File: src/rtl/inst_fetch_queue_if.sv
`default_nettype none
// ============================================================================
// Module   : inst_fetch_queue_if
// Function : Controller, core-side and memory-bus signals of the fetch queue.
// Revision : 1.0
// ============================================================================
interface inst_fetch_queue_if #(
  parameter int WIDTH      = 64,
  parameter int INST_WIDTH = 32
) ();
  logic                  jump_en;
  logic [WIDTH-1:0]      jump_addr;
  logic                  inst_ready;
  logic                  inst_valid;
  logic [INST_WIDTH-1:0] inst_o;
  logic [WIDTH-1:0]      inst_addr_o;
  logic                  req_valid;
  logic [WIDTH-1:0]      req_addr;
  logic                  req_ready;
  logic                  rsp_valid;
  logic [INST_WIDTH-1:0] rsp_data;
  logic                  flush_pending;

  modport master (
    input  jump_en, jump_addr, inst_ready, req_ready, rsp_valid, rsp_data,
    output inst_valid, inst_o, inst_addr_o, req_valid, req_addr, flush_pending
  );

  modport slave (
    output jump_en, jump_addr, inst_ready, req_ready, rsp_valid, rsp_data,
    input  inst_valid, inst_o, inst_addr_o, req_valid, req_addr, flush_pending
  );
endinterface
`default_nettype wire

File: src/rtl/inst_fetch_queue.sv
`default_nettype none
// ============================================================================
// Module   : inst_fetch_queue
// Function : Fetch PC owner, in-order memory requester and instruction queue.
// Revision : 1.0
// ============================================================================
module inst_fetch_queue #(
  parameter int               WIDTH      = 64,
  parameter int               INST_WIDTH = 32,
  parameter int               DEPTH      = 4,
  parameter logic [WIDTH-1:0] RESET_PC   = WIDTH'(64'h8000_0000)
) (
  input  logic               clk,
  input  logic               rst,
  inst_fetch_queue_if.master bus
);

  localparam int c_PTR_W = $clog2(DEPTH);
  localparam int c_CNT_W = $clog2(DEPTH + 1);
  localparam int c_SUM_W = c_CNT_W + 1;

  logic [WIDTH-1:0]      fetch_pc_q, fetch_pc_d;
  logic                  req_valid_q, req_valid_d;
  logic [WIDTH-1:0]      req_addr_q, req_addr_d;
  logic [WIDTH-1:0]      slot_addr_q [DEPTH];
  logic [WIDTH-1:0]      slot_addr_d [DEPTH];
  logic [INST_WIDTH-1:0] slot_data_q [DEPTH];
  logic [INST_WIDTH-1:0] slot_data_d [DEPTH];
  logic [DEPTH-1:0]      slot_filled_q, slot_filled_d;
  logic [c_PTR_W-1:0]    alloc_ptr_q, alloc_ptr_d;
  logic [c_PTR_W-1:0]    fill_ptr_q, fill_ptr_d;
  logic [c_PTR_W-1:0]    head_ptr_q, head_ptr_d;
  logic [c_CNT_W-1:0]    used_q, used_d;
  logic [c_CNT_W-1:0]    unfilled_q, unfilled_d;
  logic [c_CNT_W-1:0]    drop_cnt_q, drop_cnt_d;

  logic                  w_inst_valid;
  logic                  w_pop;
  logic                  w_room;
  logic                  w_launch;
  logic                  w_fill;
  logic                  w_drop;
  logic [WIDTH-1:0]      w_jump_tgt;

  assign w_inst_valid = (used_q != '0) && slot_filled_q[head_ptr_q];
  assign w_pop        = w_inst_valid && bus.inst_ready && !bus.jump_en;
  // Slots being popped this cycle are already free for a new launch.
  assign w_room       = ({1'b0, used_q} - c_SUM_W'(w_pop) + {1'b0, drop_cnt_q})
                        < c_SUM_W'(DEPTH);
  assign w_launch     = (!req_valid_q || bus.req_ready) && w_room && !bus.jump_en;
  assign w_fill       = bus.rsp_valid && (drop_cnt_q == '0);
  assign w_drop       = bus.rsp_valid && (drop_cnt_q != '0);
  assign w_jump_tgt   = bus.jump_addr & ~WIDTH'(3);

  always_comb begin
    fetch_pc_d    = fetch_pc_q;
    req_valid_d   = req_valid_q;
    req_addr_d    = req_addr_q;
    slot_addr_d   = slot_addr_q;
    slot_data_d   = slot_data_q;
    slot_filled_d = slot_filled_q;
    alloc_ptr_d   = alloc_ptr_q;
    fill_ptr_d    = fill_ptr_q;
    head_ptr_d    = head_ptr_q;
    used_d        = used_q;
    unfilled_d    = unfilled_q;
    drop_cnt_d    = drop_cnt_q;

    if (w_launch) begin
      req_valid_d = 1'b1;
      req_addr_d  = fetch_pc_q;
      fetch_pc_d  = fetch_pc_q + WIDTH'(4);
    end else if (req_valid_q && bus.req_ready) begin
      req_valid_d = 1'b0;
    end

    if (bus.jump_en) begin
      // Every unfilled slot still owes a response; a response arriving now settles one.
      fetch_pc_d    = w_jump_tgt;
      slot_filled_d = '0;
      alloc_ptr_d   = '0;
      fill_ptr_d    = '0;
      head_ptr_d    = '0;
      used_d        = '0;
      unfilled_d    = '0;
      drop_cnt_d    = drop_cnt_q + unfilled_q - c_CNT_W'(bus.rsp_valid);
    end else begin
      if (w_pop) begin
        slot_filled_d[head_ptr_q] = 1'b0;
        head_ptr_d                = head_ptr_q + c_PTR_W'(1);
      end
      if (w_launch) begin
        slot_addr_d[alloc_ptr_q]   = fetch_pc_q;
        slot_filled_d[alloc_ptr_q] = 1'b0;
        alloc_ptr_d                = alloc_ptr_q + c_PTR_W'(1);
      end
      if (w_fill) begin
        slot_data_d[fill_ptr_q]   = bus.rsp_data;
        slot_filled_d[fill_ptr_q] = 1'b1;
        fill_ptr_d                = fill_ptr_q + c_PTR_W'(1);
      end
      if (w_drop) begin
        drop_cnt_d = drop_cnt_q - c_CNT_W'(1);
      end
      used_d     = used_q + c_CNT_W'(w_launch) - c_CNT_W'(w_pop);
      unfilled_d = unfilled_q + c_CNT_W'(w_launch) - c_CNT_W'(w_fill);
    end
  end

  always_ff @(posedge clk or posedge rst) begin
    if (rst) begin
      fetch_pc_q    <= RESET_PC;
      req_valid_q   <= 1'b0;
      req_addr_q    <= RESET_PC;
      for (int i = 0; i < DEPTH; i++) begin
        slot_addr_q[i] <= '0;
        slot_data_q[i] <= '0;
      end
      slot_filled_q <= '0;
      alloc_ptr_q   <= '0;
      fill_ptr_q    <= '0;
      head_ptr_q    <= '0;
      used_q        <= '0;
      unfilled_q    <= '0;
      drop_cnt_q    <= '0;
    end else begin
      fetch_pc_q    <= fetch_pc_d;
      req_valid_q   <= req_valid_d;
      req_addr_q    <= req_addr_d;
      slot_addr_q   <= slot_addr_d;
      slot_data_q   <= slot_data_d;
      slot_filled_q <= slot_filled_d;
      alloc_ptr_q   <= alloc_ptr_d;
      fill_ptr_q    <= fill_ptr_d;
      head_ptr_q    <= head_ptr_d;
      used_q        <= used_d;
      unfilled_q    <= unfilled_d;
      drop_cnt_q    <= drop_cnt_d;
    end
  end

  assign bus.inst_valid    = w_inst_valid;
  assign bus.inst_o        = slot_data_q[head_ptr_q];
  assign bus.inst_addr_o   = slot_addr_q[head_ptr_q];
  assign bus.req_valid     = req_valid_q;
  assign bus.req_addr      = req_addr_q;
  assign bus.flush_pending = (drop_cnt_q != '0);

endmodule
`default_nettype wire
File: src/flat_wrapper.sv
// flat-port wrapper written by rule: the top's interface ports become plain ports
module inst_fetch_queue_flat 
#(
  parameter int               WIDTH      = 64,
  parameter int               INST_WIDTH = 32,
  parameter int               DEPTH      = 4,
  parameter logic [WIDTH-1:0] RESET_PC   = WIDTH'(64'h8000_0000)
)
  (clk, rst, bus_jump_en, bus_jump_addr, bus_inst_ready, bus_req_ready, bus_rsp_valid, bus_rsp_data, bus_inst_valid, bus_inst_o, bus_inst_addr_o, bus_req_valid, bus_req_addr, bus_flush_pending);
  inst_fetch_queue_if #(.WIDTH(WIDTH), .INST_WIDTH(INST_WIDTH)) bus_i ();
  input  logic clk;
  input  logic rst;
  input wire logic [$bits(bus_i.jump_en)-1:0] bus_jump_en;
  input wire logic [$bits(bus_i.jump_addr)-1:0] bus_jump_addr;
  input wire logic [$bits(bus_i.inst_ready)-1:0] bus_inst_ready;
  input wire logic [$bits(bus_i.req_ready)-1:0] bus_req_ready;
  input wire logic [$bits(bus_i.rsp_valid)-1:0] bus_rsp_valid;
  input wire logic [$bits(bus_i.rsp_data)-1:0] bus_rsp_data;
  output wire logic [$bits(bus_i.inst_valid)-1:0] bus_inst_valid;
  output wire logic [$bits(bus_i.inst_o)-1:0] bus_inst_o;
  output wire logic [$bits(bus_i.inst_addr_o)-1:0] bus_inst_addr_o;
  output wire logic [$bits(bus_i.req_valid)-1:0] bus_req_valid;
  output wire logic [$bits(bus_i.req_addr)-1:0] bus_req_addr;
  output wire logic [$bits(bus_i.flush_pending)-1:0] bus_flush_pending;
  assign bus_i.jump_en = bus_jump_en;
  assign bus_i.jump_addr = bus_jump_addr;
  assign bus_i.inst_ready = bus_inst_ready;
  assign bus_i.req_ready = bus_req_ready;
  assign bus_i.rsp_valid = bus_rsp_valid;
  assign bus_i.rsp_data = bus_rsp_data;
  assign bus_inst_valid = bus_i.inst_valid;
  assign bus_inst_o = bus_i.inst_o;
  assign bus_inst_addr_o = bus_i.inst_addr_o;
  assign bus_req_valid = bus_i.req_valid;
  assign bus_req_addr = bus_i.req_addr;
  assign bus_flush_pending = bus_i.flush_pending;
  inst_fetch_queue #(.WIDTH(WIDTH), .INST_WIDTH(INST_WIDTH), .DEPTH(DEPTH), .RESET_PC(RESET_PC)) u_core (.clk(clk), .rst(rst), .bus(bus_i));
endmodule
File: config.mk
export PLATFORM = sky130hd
export DESIGN_NAME = inst_fetch_queue_flat
export DESIGN_NICKNAME = d
export VERILOG_FILES = /design/src/rtl/inst_fetch_queue_if.sv /design/src/rtl/inst_fetch_queue.sv /design/src/flat_wrapper.sv
export SDC_FILE = /design/constraint.sdc
export NUM_CORES = 1
export LEC_CHECK = 0
export ABC_AREA = 1
export CORE_MARGIN = 8
export CORE_UTILIZATION = 27
export CTS_BUF_LIST = sky130_fd_sc_hd__clkbuf_4 sky130_fd_sc_hd__clkbuf_8
export CTS_CLUSTER_DIAMETER = 80
export CTS_CLUSTER_SIZE = 24
export DETAILED_ROUTE_END_ITERATION = 6
export HOLD_SLACK_MARGIN = 0.12
export PLACE_DENSITY = 0.45
export RECOVER_POWER = 25
export SLEW_MARGIN = 5
export SYNTH_ARGS = -nofsm -noshare
export SYNTH_HDL_FRONTEND = slang
export SYNTH_SLANG_ARGS = --single-unit
export TNS_END_PERCENT = 5
File: constraint.sdc
create_clock -name clk -period 34.4 [get_ports clk]
set_input_delay 3.44 -clock clk [delete_from_list [all_inputs] [get_ports clk]]
set_output_delay 3.44 -clock clk [all_outputs]
set_load 0.02 [all_outputs]
==> metrics.csv <==
stage;metric;value;unit
status;status;finished with violations;
status;failing checks;capacitance limit, slew limit;
global_route;initial antenna violation count;3;
routing;routed vias;20240;
global_route;GRT overflow;0;
timing;setup-violating endpoint count in the final report;0;
die;total core area;90150;sq um
worst_setup_path;worst r2r src;u_core.head_ptr_q[0]$_DFFE_PP0P_;
worst_setup_path;Crit path largest cell delay;2680;ps
global_route;GRT Overall Usage;15.72;%
global_route;GR Layer Usage met1;21.62;%
clock_network;CTS tree;done;
yosys;Main synth FF type;dfrtp_1;
worst_setup_path;Worst path slowest cell;clkinvlp_2;
worst_setup_path;Register-to-Register Path Depth;18;
global_route;first-pass GRT wire length;126400;um
place;HPWL Detailed;52560;um
die;Horiz. Die Dim;318.0;um
timing;relative slew slack;-234.7;%
cells_and_area;Multi-input gate area;9821;sq um
worst_setup_path;Crit path depth;5;
worst_setup_path;startpoint types;input pin;
cells_and_area;register area;13020;sq um
pwr;peak supply drop;0.03949;mV
clock_network;clock sink count;520;
place;post-placement cell count;4256;
timing;final hold vios;0;
clock_network;CTS buffer count;41;
worst_setup_path;Crit. End Element;async pin;
pwr;pwr dens;81.91;nW/um^2
timing;Worst-Margin Slew;5021;ps
global_route;gr busiest metal;met2;
die;Die Footprint;101100;sq um
routing;Pre-antenna DRT Iters;5;
die;I/O Pins;265;
die;die height;318.0;um
yosys;top-count cell post-synth;nand2_1;
worst_setup_path;R2R Setup Slk;29260;ps
worst_setup_path;worst path required time;35110;ps
timing;Max Fclk;101.5;MHz
place;Port Buffer Count;258;
timing;Min Hold Slack;491.3;ps
yosys;Synth Register Bits;520;
worst_setup_path;crit-path max FO;128;
clock_network;hold-fix buffer count after cts;0;
clock_network;clk_lat worst skew;670;ps
worst_setup_path;Data arrival, critical path;10570;ps
clock_network;deepest clock path buffer count;3;
worst_setup_path;CP top delay family;buffers and inverters;
global_route;met3 Usage GRT;2.725;%
clock_network;H-Tree Depth;2;
yosys;asr flop ratio synth;100.0;%
yosys;top post-synthesis cells by count;nand2_1 (713), dfrtp_1 (518), o21ai_0 (395), nor2_1 (306), o21ai_1 (288);
die;initial core utilization;27.31;%
worst_setup_path;crit path cell chain;dlygate4sd3_1 > clkinvlp_2 > clkbuf_1 > buf_4 > buf_12;
cells_and_area;Layout area overhead;17.37;%
yosys;Post-synth EDFFs;0;
die;num rows;110;
yosys;Synth Instances;2978;
cells_and_area;share of cells above drive strength 1;5.355;%
hold_path;Hold Path Class;reg -> reg;
pwr;Power Internal;1.347;mW
routing;Post-Route WL;81660;um
yosys;synth warn;0;
run;maxcap violations;8;
pwr;Net Sw Frac;43.10;%
worst_setup_path;Reg-to-Reg End;u_core.slot_filled_q[0]$_DFF_PP0_;
timing;clk_skew;35.18;ps
pwr;switching power;1.020;mW
worst_setup_path;critical path class;in -> async;
routing;via/cell ratio;4.669;
timing;unrepaired setup endpoints after global routing;no;
routing;wire per inst;18.84;um
cells_and_area;Non-Filler Instances;4334;
pwr;sequential share of power;40.9;%
yosys;sequential area share after synthesis;52.87;%
cells_and_area;final-stage net count;3255;
yosys;synthesized area per cell;8.266;sq um
yosys;Post-Syn Area;24620;sq um
timing;setup TNS;0;ps
clock_network;clock slew at reported path FFs;110;ps
worst_setup_path;crit path to;u_core.bus.req_addr[40]$_DFFE_PP0N_;
routing;# DRC;0;
yosys;top cell type's share of synthesized area;52.66;%
timing;period utilization;28.65;%
global_route;GRT met2 Usage;26.14;%
timing;min cycle time layout;9855;ps
clock_network;cts repair resizes;0;
pwr;part of the power in the clock network;17.5;%
global_route;vias in the first global route;19890;
global_route;largest net degree at the start of global routing;129;
worst_setup_path;Crit. Startpoint;rst;
pwr;Leak;13.00;nW
clock_network;Root Driver;clkbuf_8;
yosys;post-synth cell types;39;
pwr;Comb power frac;41.6;%
yosys;Synth area leader;dfrtp_1;
routing;DR iter-0 viols;1574;
timing;fin. max-slew vios;505;
clock_network;post-CTS setup buffers;0;
routing;ANT nets after route;0;
pwr;Tot Pwr;2.367;mW
place;GP Congestion;0.8042;
cells_and_area;fill count;9669;
hold_path;Worst Hold Launch;u_core.slot_addr_q[194]$_DFFE_PP0P_;
worst_setup_path;WP buf/inv;5;
yosys;Area contributors post-synth;dfrtp_1 (53%), nand2_1 (11%), o21ai_0 (8.0%), o21ai_1 (5.9%), nor2_1 (4.7%);
==> per-stage QoR <==
stage,instance area [sq um],utilization (%),setup slack (ps)
detailed placement,27930,30.98,26780
global placement,27930,30.98,26740
floorplan,24630,-,16440
CTS,28940,32.10,26810
global route,28890,32.05,23110
finish,28890,32.05,24550
==> per-layer routing <==
metal,vias to the layer above,part of all wire [%]
met5,-,0
met4,0,1.4
met3,67,4.0
met2,349,47
met1,9760,48
li1,10060,-
==> worst min path at each step <==
| stage | to | slack [ps] | cells past startpoint |
|---|---|---|---|
| global route | u_core.slot_addr_q[124]$_DFFE_PP0P_ | 500 | 2 |
| CTS | u_core.slot_data_q[87]$_DFFE_PP0P_ | 500 | 2 |
| global placement | u_core.slot_addr_q[126]$_DFFE_PP0P_ | 460 | 2 |
| finish | u_core.slot_addr_q[194]$_DFFE_PP0P_ | 490 | 2 |
| floorplan | u_core.slot_data_q[51]$_DFFE_PP0P_ | 450 | 2 |
| detailed placement | u_core.slot_addr_q[126]$_DFFE_PP0P_ | 460 | 2 |
==> cells by family (layout without fill, tap and decap cells) <==
group | after synthesis | count (layout) | share of synthesized area (%)
adder cells (fa/ha/maj) | 30 | 30 | 1.616
AND/OR/NAND/NOR | 1197 | 1197 | 20.09
AO/OA/AOI/OAI | 811 | 811 | 17.30
other | 1 | 6 | 0.01523
XOR/XNOR | 23 | 23 | 0.8183
flip-flops | 520 | 520 | 52.87
buffers and inverters | 396 | 571 | 7.294
==> power groups by stage <==
| stage | clock (mW) | sequential [mW] | combinational (mW) |
|---|---|---|---|
| floorplan | 0 | 0.985 | 0.608 |
| global placement | 0 | 0.976 | 1.00 |
| detailed placement | 0 | 0.979 | 1.01 |
| CTS | 0.436 | 0.967 | 1.01 |
| global route | 0.455 | 0.996 | 1.11 |
| finish | 0.414 | 0.968 | 0.985 |
==> state kept, by name, summed over array words and instances (netlist names) <==
name / flops
u_core.unfilled_q: 3
u_core.slot_data_q: 128
u_core.bus.req_addr: 62
u_core.head_ptr_q: 2
u_core.bus.req_valid: 1
u_core.slot_addr_q: 248
u_core.drop_cnt_q: 3
u_core.slot_filled_q: 4
u_core.fetch_pc_q: 62
u_core.fill_ptr_q: 2
u_core.used_q: 3
u_core.alloc_ptr_q: 2
==> worst register-to-register path: stages, from the launching register on <==
cell      delay (ps)
dfrtp_4          730
buf_4            550
o211ai_1         230
nand2_1          110
nand4_1          220
inv_1            220
ha_1             170
inv_1             40
ha_1             260
nand3_1           90
nand2_1           70
nand2_1           40
nand2_1          110
nand3_4          100
inv_4            550
nand2_4          530
buf_4            590
nand2_1          170
o21ai_0           90
==> cell usage in the layout, fill, tap and decap left out, types with 4 or more instances in the layout <==
cell             count
nor3_1              13
nor2_4              10
inv_6                5
o21ai_1            222
nor2_2               8
dfrtp_1            516
clkbuf_1             6
ha_1                27
o22ai_1             94
nand2_2             14
conb_1               4
nand3_2              4
nand3_1             97
nand4_1             19
clkinv_8             5
nand2_1            709
o21ai_0            461
nand2_4              5
clkinvlp_4           4
a21oi_1              5
xor2_1              20
clkbuf_8            46
nor2_1             308
inv_2                9
o211ai_1            19
nor3_2               5
inv_1              199
buf_4               18
clkdlybuf4s50_1    256
o21ai_2              8
==> area by class of cell <==
class | count | share of cell area (%)
flip-flops and latches | 520 | 45.07
multi-input cells | 2065 | 33.99
repair buffers | 282 | 9.518
well taps | 1176 | 5.092
inverters | 213 | 2.806
clock buffers | 49 | 2.269
clock inverters | 27 | 1.238
diodes | 2 | 0.01732
No activity file was read; power rests on OpenSTA's default activity.
